### config.mk
export PLATFORM = sky130hd
export DESIGN_NAME = mole_round_scheduler
export DESIGN_NICKNAME = d
export VERILOG_FILES = /design/src/rtl/mole_round_scheduler.sv
export SDC_FILE = /design/constraint.sdc
export NUM_CORES = 1
export LEC_CHECK = 0
export BUFFER_PORTS_ARGS = -buffer_cell sky130_fd_sc_hd__buf_2
export CORE_MARGIN = 2
export CORE_UTILIZATION = 53
export CTS_CLUSTER_DIAMETER = 150
export DETAILED_ROUTE_END_ITERATION = 7
export PLACE_DENSITY = 0.77
export SYNTH_ARGS = -nofsm -noshare
export SYNTH_HDL_FRONTEND = slang
export SYNTH_SLANG_ARGS = --single-unit
export TNS_END_PERCENT = 1
### constraint.sdc
create_clock -name clock -period 2.3 [get_ports clock]
set_clock_uncertainty 0.1 [all_clocks]
set_input_delay 0.345 -clock clock [delete_from_list [all_inputs] [get_ports clock]]
set_output_delay 0.345 -clock clock [all_outputs]
set_load 0.01 [all_outputs]
### src/rtl/mole_round_scheduler.sv
`default_nettype none
// ============================================================================
// Module      : mole_round_scheduler
// Description : Runs one whack-a-mole round: countdown, mole placement,
//               mole lifetime and hit/miss resolution.
// Revision    : 1.0 - initial release
// ============================================================================
module mole_round_scheduler #(
  parameter int NUM_MOLES  = 5,
  parameter int GAME_TICKS = 30,
  parameter int LIFE_TICKS = 2,
  parameter int GAP_TICKS  = 1,
  parameter int TIMER_W    = 6
) (
  input  logic                 clock,
  input  logic                 reset,
  input  logic                 start,
  input  logic                 tick,
  input  logic [7:0]           rand_in,
  input  logic [NUM_MOLES-1:0] button_pulse,
  output logic                 active,
  output logic [NUM_MOLES-1:0] mole_mask,
  output logic                 hit,
  output logic                 miss,
  output logic                 timer_expired,
  output logic [TIMER_W-1:0]   time_left
);

  localparam int IDX_W  = $clog2(NUM_MOLES);
  localparam int LIFE_W = $clog2(LIFE_TICKS + 1);
  localparam int GAP_W  = $clog2(GAP_TICKS + 1);

  localparam logic [TIMER_W-1:0]   c_game    = TIMER_W'(GAME_TICKS);
  localparam logic [LIFE_W-1:0]    c_life    = LIFE_W'(LIFE_TICKS);
  localparam logic [GAP_W-1:0]     c_gap     = GAP_W'(GAP_TICKS);
  localparam logic [IDX_W-1:0]     c_max_idx = IDX_W'(NUM_MOLES - 1);
  localparam logic [NUM_MOLES-1:0] c_one     = NUM_MOLES'(1);

  typedef enum logic [1:0] {
    S_IDLE = 2'd0,
    S_GAP  = 2'd1,
    S_UP   = 2'd2,
    S_DONE = 2'd3
  } state_t;

  state_t               r_state, w_state;
  logic [TIMER_W-1:0]   r_time_left, w_time_left;
  logic [GAP_W-1:0]     r_gap_cnt, w_gap_cnt;
  logic [LIFE_W-1:0]    r_life_cnt, w_life_cnt;
  logic [IDX_W-1:0]     r_last_idx, w_last_idx;
  logic [NUM_MOLES-1:0] r_mole_mask, w_mole_mask;
  logic                 r_active, w_active;
  logic                 r_hit, w_hit;
  logic                 r_miss, w_miss;
  logic                 r_expired, w_expired;

  logic [IDX_W-1:0]     w_raw_idx;
  logic [IDX_W-1:0]     w_pick_idx;
  logic                 w_whack;
  logic                 w_running;

  // Never show the same hole twice in a row: bump a repeat to the next hole.
  assign w_raw_idx  = IDX_W'(rand_in % 8'(NUM_MOLES));
  assign w_pick_idx = (w_raw_idx != r_last_idx) ? w_raw_idx :
                      (w_raw_idx == c_max_idx)  ? '0 : w_raw_idx + 1'b1;
  assign w_whack    = |(button_pulse & r_mole_mask);
  assign w_running  = (r_state == S_GAP) || (r_state == S_UP);

  always_ff @(posedge clock or negedge reset) begin
    if (!reset) begin
      r_state     <= S_IDLE;
      r_time_left <= '0;
      r_gap_cnt   <= '0;
      r_life_cnt  <= '0;
      r_last_idx  <= '0;
      r_mole_mask <= '0;
      r_active    <= 1'b0;
      r_hit       <= 1'b0;
      r_miss      <= 1'b0;
      r_expired   <= 1'b0;
    end else begin
      r_state     <= w_state;
      r_time_left <= w_time_left;
      r_gap_cnt   <= w_gap_cnt;
      r_life_cnt  <= w_life_cnt;
      r_last_idx  <= w_last_idx;
      r_mole_mask <= w_mole_mask;
      r_active    <= w_active;
      r_hit       <= w_hit;
      r_miss      <= w_miss;
      r_expired   <= w_expired;
    end
  end

  always_comb begin
    w_state     = r_state;
    w_time_left = r_time_left;
    w_gap_cnt   = r_gap_cnt;
    w_life_cnt  = r_life_cnt;
    w_last_idx  = r_last_idx;
    w_mole_mask = r_mole_mask;
    w_hit       = 1'b0;
    w_miss      = 1'b0;
    w_expired   = 1'b0;

    case (r_state)
      S_IDLE, S_DONE: begin
        w_mole_mask = '0;
        if (start) begin
          w_time_left = c_game;
          w_gap_cnt   = c_gap;
          w_state     = S_GAP;
        end
      end
      S_GAP: begin
        w_mole_mask = '0;
        if (tick) begin
          if (r_gap_cnt == GAP_W'(1)) begin
            w_state     = S_UP;
            w_last_idx  = w_pick_idx;
            w_mole_mask = c_one << w_pick_idx;
            w_life_cnt  = c_life;
          end else begin
            w_gap_cnt = r_gap_cnt - GAP_W'(1);
          end
        end
      end
      S_UP: begin
        if (w_whack) begin
          w_hit       = 1'b1;
          w_mole_mask = '0;
          w_gap_cnt   = c_gap;
          w_state     = S_GAP;
        end else if (tick) begin
          if (r_life_cnt == LIFE_W'(1)) begin
            w_miss      = 1'b1;
            w_mole_mask = '0;
            w_gap_cnt   = c_gap;
            w_state     = S_GAP;
          end else begin
            w_life_cnt = r_life_cnt - LIFE_W'(1);
          end
        end
      end
      default: begin
        w_state     = S_IDLE;
        w_mole_mask = '0;
      end
    endcase

    // The round clock runs through both live states; its last tick wins over
    // mole placement and misses, but a same-cycle hit still counts.
    if (w_running && tick) begin
      w_time_left = r_time_left - TIMER_W'(1);
      if (r_time_left == TIMER_W'(1)) begin
        w_expired   = 1'b1;
        w_miss      = 1'b0;
        w_mole_mask = '0;
        w_last_idx  = r_last_idx;
        w_life_cnt  = r_life_cnt;
        w_state     = S_DONE;
      end
    end

    w_active = (w_state == S_GAP) || (w_state == S_UP);
  end

  assign active        = r_active;
  assign mole_mask     = r_mole_mask;
  assign hit           = r_hit;
  assign miss          = r_miss;
  assign timer_expired = r_expired;
  assign time_left     = r_time_left;

endmodule
`default_nettype wire
==> results of run 1 <==
## cells by family after synthesis
logic type,share of synthesized area
and+or+nand+nor,0.322
AOI/OAI and AO/OA,0.254
buffers and inverters,0.0579
DFF,0.244
xor gates and xnor gates,0.0372
adders and majority gates,0.0478
muxes,0.0367
## power groups by stage
stage               combinational, mW  sequential, mW  clock [mW]
floorplan                       0.997           0.617           0
CTS                              1.58           0.639       0.257
detailed placement               1.49           0.643           0
global route                     1.87           0.664       0.265
finish                           1.72           0.654       0.251
global placement                 1.44           0.638           0
## worst min path at each step
| stage | cells past startpoint | end |
|---|---|---|
| after CTS | 2 | time_left[0]$_DFFE_PN0P_ |
| after global routing | 2 | time_left[0]$_DFFE_PN0P_ |
| after global placement | 1 | r_last_idx[0]$_DFFE_PN0P_ |
| after floorplan | 0 | active$_DFF_PN0_ |
| final | 2 | time_left[0]$_DFFE_PN0P_ |
| after detailed placement | 1 | r_last_idx[0]$_DFFE_PN0P_ |
## what timing repair did
| action | CTS | global route |
|---|---|---|
| setup endpoints to repair | 8 | 9 |
| setup buffers | 8 | 4 |
| pin swaps | 8 | 16 |
| hold buffers | 1 | 0 |
| gates cloned | 0 | 0 |
| gates resized for setup | 18 | 17 |
| endpoints found under the hold margin | 23 | 0 |
## state kept, by name (all words and copies together), names as in the netlist
signal / flops
mole_mask: 5
r_last_idx: 3
miss: 1
r_life_cnt: 2
active: 1
timer_expired: 1
r_state: 2
hit: 1
time_left: 6
r_gap_cnt: 1
## cell usage in the layout, fill, tap and decap left out, drive strengths merged, types with 5 or more instances in the layout
| cell type | instances |
|---|---|
| a211oi | 5 |
| a21oi | 7 |
| and3 | 6 |
| buf | 111 |
| clkbuf | 5 |
| dfrtp | 23 |
| ha | 9 |
| inv | 18 |
| mux2i | 6 |
| nand2 | 27 |
| nand2b | 7 |
| nand3 | 18 |
| nand4 | 5 |
| nor2 | 25 |
| nor2b | 6 |
| nor3 | 10 |
| nor3b | 7 |
| nor4bb | 7 |
| o21ai | 18 |
| xnor2 | 6 |
## routing by layer
layer | routed length [microns] | track usage | up-vias
li1 | - | - | 1326
met1 | 3260 | 0.386 | 1362
met2 | 4090 | 0.571 | 146
met3 | 500 | 0.0328 | 37
met4 | 341 | 0.103 | 0
met5 | 0 | 0 | -
## area by class of cell
class	instances	area, sq um	share of cell area
repair buffers	114	832	0.241
inverters	18	75.1	0.0218
multi-input cells	240	1860	0.538
clock buffers	3	41.3	0.0120
well taps	52	65.1	0.0189
clock inverters	1	5.00	0.00145
flip-flops and latches	23	576	0.167
## through the flow
step                std cells  utilization  setup WS, ns  area, sq um
floorplan                 297            -         -1.99         2450
global placement          434        0.723         -1.97         3130
detailed placement        434        0.723         -2.14         3130
CTS                       447        0.773         -1.60         3340
global route              451        0.798         -2.15         3450
finish                    451        0.798         -2.04         3450
==> results.md, run 1 <==
- Tot Pwr: 2.63 mW
- Mapped Area: 2350 sq um
- Peak Freq: 231 MHz
- Initial antenna violation count: 0
- Top cells by count, synth: nand2_1 (27), nor2_1 (25), dfrtp_1 (23)
- RR Endpoint: mole_mask[1]$_DFF_PN0_
- Clk_lat worst skew: 0.27 ns
- Nets: 426
- Final worst-path cycle share: 1.89
- Slew at the pin closest to its max-slew limit: 0.498 ns
- Top FF cell, synth: dfrtp_1
- Crit path depth: 22
- Most numerous cell in the Yosys netlist: nand2_1
- Comb pwr share: 0.655
- Count of final max-slew check failures: 0
- Largest net degree at the start of global routing: 24
- Avg Vias per Cell: 6.37
- Ys async rst share: 1.00
- Die W: 70.7 microns
- Ranking of synthesized cells by area: dfrtp_1 (24%), ha_1 (4.8%), nand2_1 (4.3%), nor2_1 (4.0%), nand3_1 (3.8%)
- Die height: 70.7 microns
- Crit path max fanout: 7
- Fill cells: 265
- RSZ-0062 raised after global routing: true
- Die area: 4990 sq um
- Fin worst setup slack: -2.04 ns
- Drt first pass iters: 5
- WP data required: 2.37 ns
- CP max stage delay: 0.50 ns
- Kind of cell adding the most delay to the critical path: simple AND/OR/NAND/NOR gates
- Final Setup Violations: 8
- Synth top area share: 0.244
- Outcome: complete, but fails checks
- First-pass GRT wire length: 12700 microns
- Critical path class: primary input to flip-flop
- Slowest cell on the critical path: or4b_4
- Final GP Congestion: 0.941
- Number of synthesized register bits: 23
- Critical path buffers and inverters: 6
- RR Startpoint: r_state[0]$_DFF_PN0_
- Post-synthesis cell type count: 66
- P_int: 1.44 mW
- Crit path launch: rand_in[6]
- Share of cells above drive strength 1: 0.406
- Final hold slack: 0.260 ns
- CTS tree: built
- Num ports: 32
- Post-Synthesis Cells: 297
- CTS Sinks: 23
- Syn_area_per_cell: 7.93 sq um
- Area leader, netlist: dfrtp_1
- Final ANT Viol Nets: 0
- NetSw: 1.19 mW
- Final hold viol count: 0
- Reg power frac: 0.249
- CP Launch Type: primary input
- Crit path capture: mole_mask[3]$_DFF_PN0_
- Post-Syn Nets: 323
- Clock Pin Slew Worst Setup and Hold Paths: 0.08 ns
- Post-detail-place hpwl: 5240 microns
- GRT Total Usage: 0.313
- Max-Cap Viols: 0
- Max clock buf depth: 2
- Core Box Area: 4320 sq um
- Sequential fraction of the synthesis area: 0.244
- Worst-path cell chain: buf_12 > buf_12 > nor4bb_4 > a211oi_2 > and4_1 > o21ai_2 > inv_1 > ha_2 > inv_2 > nand4_1 > a211oi_2 > buf_4 > nor3_4 > nor2_4 > ha_4 > inv_8 > nor2_4 > o21ai_4 > mux2i_1 > or4b_4 > mux2_4 > o41ai_2
- PwrDens: 762 nW/um^2
- Crit end category: flip-flop
- Initial Utilization: 0.545
- Via count: 2871
- Worst hold path class: primary input to flip-flop
- Starting DRC count in detailed routing: 255
- WP data arrival: 4.41 ns
- Yosys warning count: 0
- CTS Buf Count: 3
- Root Buffer: clkbuf_8
- Per-cell routed wire length: 18.2 microns
- PortBufs: 31
- Sw frac: 0.452
- Failing checks: negative setup slack
- H-Tree Level Count: 1
- Total Routed Length: 8190 microns
- Clock network fraction of total power: 0.096
- Rows: 24
- Area grow syn2layout: 46.5%
- EDFF count, synth: 0
- Hold Startpoint: start
- Tmin final: 4.34 ns
- Worst VDD drop: 0.726 mV
- Relative slew margins: 0.668
- Antenna cells: 0
- Total global routing overflow: 0
- Flop2flop setup slack: 0.04 ns
- Path depth of the worst reg2reg path: 9
- DRC: 0
- Leakage Power: 1.63 nW
- Vias in the first global route: 2782
- Setup TNS: -15.35 ns
Note: power is estimated with default switching activity, not from simulation.
==> run 2, diff against run 1 <==
--- a/config.mk
+++ b/config.mk
@@ -10,6 +10,7 @@
 export CORE_UTILIZATION = 53
 export CTS_CLUSTER_DIAMETER = 150
 export DETAILED_ROUTE_END_ITERATION = 7
+export GPL_TIMING_DRIVEN = 0
 export PLACE_DENSITY = 0.77
 export SYNTH_ARGS = -nofsm -noshare
 export SYNTH_HDL_FRONTEND = slang
==> run 2 against run 1 <==
Net effect:
- the run still ends with negative setup slack left
- first-iteration DRC count up 7.8%
- sequential cell count unchanged
- largest cell class unchanged
- combinational power down 8%
- critical path depth down 4
- worst hold slack better by 0.010 ns
- die area unchanged
- clock power down 3%
- largest power group unchanged
- global-route usage down 4.7 points
- via count down 8.9%
- sequential share of layout area up 1.4 points
- non-clock buffer count down 47
- fmax up 4.8%
==> results.md, run 2 (synthesized netlist as in run 1, its figures left out) <==
- WP data required: 2.35 ns
- Total global routing overflow: 0
- Initial Utilization: 0.545
- Relative slew margins: 0.577
- Fin worst setup slack: -1.84 ns
- Failing checks: negative setup slack
- Final GP Congestion: 0.889
- Leakage Power: 1.39 nW
- Outcome: complete, but fails checks
- Fill cells: 296
- Share of cells above drive strength 1: 0.313
- Final worst-path cycle share: 1.80
- CTS Sinks: 23
- Via count: 2615
- Area of the multi-input gates: 1960 sq um
- Final ANT Viol Nets: 0
- Initial antenna violation count: 0
- Tmin final: 4.14 ns
- RSZ-0062 raised after global routing: true
- Per-cell routed wire length: 17.6 microns
- Peak Freq: 242 MHz
- Clk_lat worst skew: 0.26 ns
- Rows: 24
- Die area: 4990 sq um
- Crit end category: flip-flop
- Max clock buf depth: 2
- Nets: 379
- Area grow syn2layout: 35.2%
- Die height: 70.7 microns
- Post-detail-place hpwl: 4340 microns
- Starting DRC count in detailed routing: 275
- PwrDens: 765 nW/um^2
- Critical path class: primary input to flip-flop
- First-pass GRT wire length: 11000 microns
- CP Launch Type: primary input
- Final hold viol count: 0
- Final cell count without fillers: 404
- Max-Cap Viols: 0
- Largest net degree at the start of global routing: 24
- Dpl cells: 378
- Commonest non-fill, non-tap cell in the layout: nand2_1
- Clock Pin Slew Worst Setup and Hold Paths: 0.07 ns
- Root Buffer: clkbuf_8
- Max reg flops: 6
- Total Routed Length: 7100 microns
- CTS tree: built
- Worst hold path class: primary input to flip-flop
- Die W: 70.7 microns
- Num ports: 32
- PortBufs: 29
- Register Area: 576 sq um
- Crit path max fanout: 7
- DRC: 0
- Worst VDD drop: 0.720 mV
- Vias in the first global route: 2384
- CTS Buf Count: 3
- H-Tree Level Count: 1
- Count of final max-slew check failures: 0
- Antenna cells: 0
- WP data arrival: 4.19 ns
- Drt first pass iters: 5
- Slew at the pin closest to its max-slew limit: 0.626 ns
- Core Box Area: 4320 sq um
- GRT Total Usage: 0.266
- Avg Vias per Cell: 6.47
- Commonest non-fill, non-tap cells in the layout: nand2_1 (27), buf_2 (25), buf_4 (24)
- Final Setup Violations: 8
- Post-Place Worst Slack: -2.57 ns
run 2: cell types whose count changed in the layout (fill, tap and decap cells not counted), moves of 3 or more:
cell      change
buf_6         +3
clkbuf_1      +9
buf_4        -56
buf_8         +3
run 2: path summary, 6_finish.rpt:
path                            slack (ns)                     start                       end  cells after the start
worst max-delay path                 -1.84                rand_in[6]    mole_mask[1]$_DFF_PN0_                     18
min in group asynchronous             0.49                     reset    mole_mask[0]$_DFF_PN0_                      2
worst min register to register        0.41  time_left[5]$_DFFE_PN0P_  time_left[5]$_DFFE_PN0P_                      1
worst min-delay path                  0.27                     start  time_left[0]$_DFFE_PN0P_                      2
max in group asynchronous             1.26                     reset    mole_mask[3]$_DFF_PN0_                      2
worst max register to register       -0.15      r_state[0]$_DFF_PN0_    mole_mask[1]$_DFF_PN0_                      9
run 2: where the power goes:
group / leakage, nW / switching [mW] / internal, mW
Combinational: 1.09 / 0.893 / 0.684
Clock: 0.0228 / 0.120 / 0.124
Sequential: 0.282 / 0.101 / 0.514
run 2: layer usage:
layer  GRT usage  up-vias  wire, microns
li1            -     1228              -
met1       0.350     1259           3030
met2       0.480      104           3590
met3      0.0142       24            291
met4      0.0650        0            191
met5           0        -              0
run 2: repair_timing:
item | 4_1_cts | 5_1_grt
hold endpoints to repair | 23 | 0
setup buffers | 15 | 8
pin swaps | 12 | 15
hold buffers | 1 | 0
resized for setup | 32 | 31
endpoints found under the setup margin | 9 | 11
run 2: cell type report:
cell class	instances	share of cell area
multi-input combinational	240	0.616
sequential	23	0.181
timing repair buffer	53	0.112
buffer	14	0.0326
inverter	18	0.0244
tap	52	0.0204
clock buffer	4	0.0141
run 2: worst max-delay path, cell delays in order:
cell,delay (ns)
buf_8,0.11
buf_12,0.14
buf_4,0.13
buf_4,0.13
nor4b_1,0.53
inv_1,0.09
a41oi_1,0.34
a2111oi_4,0.11
o221a_2,0.34
nor2_4,0.13
buf_6,0.12
ha_4,0.14
nor2_4,0.04
o21ai_4,0.17
mux2i_1,0.22
or4b_4,0.49
mux2_4,0.36
a32o_1,0.24
run 2: stage by stage:
stage | hold WS (ns) | power, mW | TNS (ns) | util | area [sq um]
final | 0.270 | 2.43 | -13.71 | 0.736 | 3180
after global routing | 0.288 | 2.61 | -14.83 | 0.736 | 3180
after CTS | 0.267 | 2.30 | -13.22 | 0.694 | 3000
after detailed placement | 0.248 | 1.92 | -19.58 | 0.615 | 2660
after global placement | 0.250 | 1.88 | -19.26 | 0.615 | 2660
after floorplan | -0.0506 | 1.61 | -14.82 | - | 2450
